## config.mk

```make
export PLATFORM = sky130hd
export DESIGN_NAME = main_memory_responder
export DESIGN_NICKNAME = d
export VERILOG_FILES = /design/src/rtl/main_memory_responder.sv
export SDC_FILE = /design/constraint.sdc
export NUM_CORES = 2
export LEC_CHECK = 0
export BUFFER_PORTS_ARGS = -buffer_cell sky130_fd_sc_hd__clkbuf_2
export CORE_UTILIZATION = 50
export CTS_CLUSTER_SIZE = 8
export DETAILED_ROUTE_END_ITERATION = 16
export HOLD_SLACK_MARGIN = 0.12
export PLACE_DENSITY = 0.77
export SLEW_MARGIN = 20
export SYNTH_ARGS = -nofsm -noshare
export SYNTH_HDL_FRONTEND = slang
export SYNTH_SLANG_ARGS = --single-unit
```

## constraint.sdc

```tcl
create_clock -name clk -period 6.4 [get_ports clk]
set_input_delay 0.64 -clock clk [delete_from_list [all_inputs] [get_ports clk]]
set_output_delay 0.64 -clock clk [all_outputs]
set_load 0.01 [all_outputs]
```

## src/rtl/main_memory_responder.sv

```systemverilog
// Memory-side responder: accepts one strobed request, waits WAIT_CYCLES,
// then commits a write or returns read data with a one-cycle MReady pulse.
module main_memory_responder #(
    parameter int unsigned ADDR_W      = 8,
    parameter int unsigned DATA_W      = 8,
    parameter int unsigned WAIT_CYCLES = 4
) (
    input  logic              clk,
    input  logic              reset,
    input  logic              MStrobe,
    input  logic              MRW,
    input  logic [ADDR_W-1:0] MAddr,
    input  logic [DATA_W-1:0] MDataIn,
    output logic [DATA_W-1:0] MDataOut,
    output logic              MReady,
    output logic              Busy,
    output logic              Overrun
);

    typedef enum logic [1:0] {IDLE, ACCESS, DONE} state_t;

    localparam logic [7:0] CNT_INIT = 8'(WAIT_CYCLES - 1);

    state_t            state_q, state_d;
    logic [7:0]        cnt_q, cnt_d;
    logic              req_rw_q, req_rw_d;
    logic [ADDR_W-1:0] req_addr_q, req_addr_d;
    logic [DATA_W-1:0] req_data_q, req_data_d;
    logic [DATA_W-1:0] dout_q, dout_d;
    logic              overrun_q, overrun_d;
    logic              ready_q, ready_d;
    logic              busy_q, busy_d;
    logic              mem_we;

    logic [DATA_W-1:0] mem [0:(1 << ADDR_W) - 1];

    always_comb begin
        state_d    = state_q;
        cnt_d      = cnt_q;
        req_rw_d   = req_rw_q;
        req_addr_d = req_addr_q;
        req_data_d = req_data_q;
        dout_d     = dout_q;
        overrun_d  = overrun_q;
        mem_we     = 1'b0;

        case (state_q)
            IDLE: begin
                if (MStrobe) begin
                    req_rw_d   = MRW;
                    req_addr_d = MAddr;
                    req_data_d = MDataIn;
                    cnt_d      = CNT_INIT;
                    state_d    = ACCESS;
                end
            end
            ACCESS: begin
                if (cnt_q != 8'd0) begin
                    cnt_d = cnt_q - 8'd1;
                end else begin
                    state_d = DONE;
                    if (req_rw_q) begin
                        mem_we = 1'b1;
                    end else begin
                        dout_d = mem[req_addr_q];
                    end
                end
            end
            DONE:    state_d = IDLE;
            default: state_d = IDLE;
        endcase

        if (MStrobe && (state_q != IDLE)) begin
            overrun_d = 1'b1;
        end

        // Outputs are flops loaded from next-state so they track state_q exactly.
        ready_d = (state_d == DONE);
        busy_d  = (state_d != IDLE);
    end

    always_ff @(posedge clk) begin
        if (reset) begin
            state_q    <= IDLE;
            cnt_q      <= '0;
            req_rw_q   <= 1'b0;
            req_addr_q <= '0;
            req_data_q <= '0;
            dout_q     <= '0;
            overrun_q  <= 1'b0;
            ready_q    <= 1'b0;
            busy_q     <= 1'b0;
        end else begin
            state_q    <= state_d;
            cnt_q      <= cnt_d;
            req_rw_q   <= req_rw_d;
            req_addr_q <= req_addr_d;
            req_data_q <= req_data_d;
            dout_q     <= dout_d;
            overrun_q  <= overrun_d;
            ready_q    <= ready_d;
            busy_q     <= busy_d;
        end
    end

    // Array is not reset; reset only blocks a commit landing on the same edge.
    always_ff @(posedge clk) begin
        if (mem_we && !reset) begin
            mem[req_addr_q] <= req_data_q;
        end
    end

    assign MDataOut = dout_q;
    assign MReady   = ready_q;
    assign Busy     = busy_q;
    assign Overrun  = overrun_q;

endmodule

```

==> summary.md <==
| Metric | Value |
|---|---|
| Drt initial violations | `7229` |
| Initial antenna violation count | `7` |
| Syn Area/Cell | `20.9 um2` |
| Crit-path max cell delay | `1080 ps` |
| Core area | `161000 um2` |
| Die area | `164000 um2` |
| Synth area leader | `edfxtp_1` |
| Post-CTS Resized | `0` |
| Tot GR Track Use | `0.271` |
| Vias/cell | `6.79` |
| Multi-input gate area | `17600 um2` |
| Vias | `42.9k` |
| Number of buffer and inverter stages on the critical path | `1` |
| Post-route ant nets | `0` |
| Clock root buffer | `clkbuf_16` |
| Crit. End Element | `flop` |
| Maximum VDD drop | `0.285 mV` |
| Final period demand of the worst path | `5400 ps` |
| Setup Buffers After CTS | `0` |
| Layout fillers | `11.1k` |
| Placer congestion estimate | `0.919` |
| Number of synthesized flops with an enable pin | `2048` |
| Final Routed Wirelength | `222000 um` |
| Slowest cell on the critical path | `nor2b_4` |
| Yosys top cell area share | `0.756` |
| Layout cells sized above 1 | `0.243` |
| Mapped Nets | `3916` |
| Cells after Synth | `3895` |
| Max Slew Vio Count | `0` |
| Nets | `4116` |
| Pin count of the biggest net entering global routing | `188` |
| Die width | `405 um` |
| PD cells | `347 nW/um2` |
| Clk buf depth | `4` |
| Clk_lat worst skew | `920 ps` |
| Netlist cell types | `74` |
| Rel. slew slack | `0.177` |
| Asr flop ratio synth | `0` |
| Warnings from Yosys | `0` |
| Leading cell type in the layout, fill and taps excluded | `edfxtp_1` |
| # DRC | `0` |
| Die Ht | `405 um` |
| Cell leakage power | `28.2 nW` |
| GR Overflow Total | `0` |
| Most frequent cells in the layout | `edfxtp_1, mux4_2, clkbuf_16` |
| Max_cap viols | `0` |
| DP Worst Slack | `1340 ps` |
| Post-synth top flop | `edfxtp_1` |
| CP Class | `flop to flop` |
| CTS tree | `built` |
| Synth area leaders | `edfxtp_1, mux4_2, mux2i_1` |
| 1st-pass router iterations | `9` |
| Fmax | `185 MHz` |
| Top Family by Delay on Critical Path | `simple AND/OR/NAND/NOR gates` |
| Crit-path cells | `buf_12 > nor2b_4 > a221oi_1 > a22oi_1 > nand4_1 > o21ai_0 > nor4bb_1 > a311oi_1` |
| Finish-stage setup viols | `0` |
| First-pass GRT wire length | `315000 um` |
| Worst-Margin Slew | `1230 ps` |
| CTS buffer count | `311` |
| Skew final | `55.7 ps` |
| Tcrit/Tclk final | `0.845` |
| Final hold violation count | `0` |
| Clk sinks | `2086` |
| Avg WL per Cell | `35.1 um` |
| Post-CTS Hold Buffers | `20` |
| P&R area growth vs syn | `13.0%` |
| Number of cell rows | `147` |
| Setup TNS | `0 ps` |
| I/O Pins | `31` |
| Initial Utilization | `0.505` |
| Sequential area share after synthesis | `0.765` |
| Post-Syn Area | `81400 um2` |
| Synth Register Bits | `2086` |
| Final setup margin | `995 ps` |
| HPWL after DPL | `123000 um` |
| PortBufs | `30` |
| Hold Path Class | `flop to flop` |
| Worst EP required | `7120 ps` |
| Vias in the first global route | `43.5k` |
| CTS H-tree lvls | `5` |
| Arr. time, crit path | `6130 ps` |
| Status | `finished, final reports clean` |
| Critical path launch point type | `flop` |
| Reg area | `62300 um2` |
| Clk slew on worst S/H paths | `50 ps` |
| Crit path max fanout | `60` |
| RSZ-0062 raised after global routing | `false` |
==> worst register-to-register path, delay by kind of cell (launching register included) <==
| family | cells | cell delay [ps] |
|---|---|---|
| DFF | 1 | 850 |
| AOI/OAI and AO/OA | 4 | 1850 |
| and+or+nand+nor | 3 | 2060 |
| buffers and inverters | 1 | 460 |
==> registers in the layout (all words and copies together) (netlist names) <==
register,flops
req_rw_q,1
req_addr_q,8
mem,2048
MDataOut,8
Busy,1
req_data_q,8
state_q,2
cnt_q,8
Overrun,1
MReady,1
==> path summary, 6_finish.rpt <==
path                            cells past startpoint     startpoint           to  slack, ps
worst max-delay path                                8  req_addr_q[0]  MDataOut[0]       1000
worst min-delay path                                2        Overrun      Overrun        440
worst max register to register                      8  req_addr_q[0]  MDataOut[0]       1000
worst min register to register                      2        Overrun      Overrun        440
==> kinds of logic after synthesis <==
group                    Yosys count  synth area share
AND/OR/NAND/NOR                  567            0.0306
buffers and inverters            252            0.0197
adder cells (fa/ha/maj)            1          0.000154
AO/OA/AOI/OAI                    316            0.0269
XOR/XNOR                           5          0.000538
multiplexers                     668             0.157
flip-flops                      2086             0.765
==> per-stage QoR <==
step                      area (um2)  std cells   util  total power [mW]  hold slack [ps]
after detailed placement       83600       5922  0.519              17.8              436
after floorplan                81400       3895      -              17.1              449
final                          92000       6314  0.571              32.0              441
after CTS                      92000       6308  0.571              31.9              444
after global placement         83500       5921  0.518              17.8              431
after global routing           92000       6308  0.571              32.5              458
==> where the power goes <==
group          internal (mW)  switching (mW)
logic                  0.787            1.50
clock network           8.77            5.49
registers               15.2           0.195
total                   24.8            7.18
==> metal layers <==
metal / vias to the layer above / routed length [um] / GRT usage
li1: 16400 / - / -
met1: 22100 / 75300 / 0.347
met2: 3637 / 103000 / 0.415
met3: 771 / 29900 / 0.0859
met4: 8 / 13600 / 0.147
met5: - / 60 / 0
==> layout make-up <==
class,instances,area share
Sequential cell,2086,0.677
Multi-Input combinational cell,1557,0.192
Clock buffer,361,0.0885
Tap cell,2160,0.0294
Timing Repair Buffer,127,0.0120
Clock inverter,5,0.000598
Inverter,12,0.000503
Antenna cell,6,0.000163
==> synth_stat cells, types with 4 or more instances <==
cell type,count
a211oi_1,22
a21oi_1,61
a221oi_1,15
a22o_1,5
a22oi_1,47
a311oi_1,5
a31oi_1,13
a32oi_1,12
and2_1,4
and3_1,5
buf_1,14
buf_2,59
buf_4,48
buf_6,40
buf_8,5
clkbuf_1,71
dfxtp_1,38
edfxtp_1,2048
inv_1,9
mux2_2,33
mux2i_1,150
mux4_2,482
nand2_1,109
nand2_2,4
nand2b_1,15
nand3_1,28
nand4_1,10
nor2_1,313
nor2b_1,23
nor3_1,19
nor4_1,10
o2111ai_1,6
o211ai_1,7
o21ai_0,34
o21ai_1,8
o221ai_1,10
o22a_1,6
o22ai_1,34
o41ai_1,4
or2_2,4
or3_1,8
xnor2_1,4
Note: power is estimated with default switching activity, not from simulation.
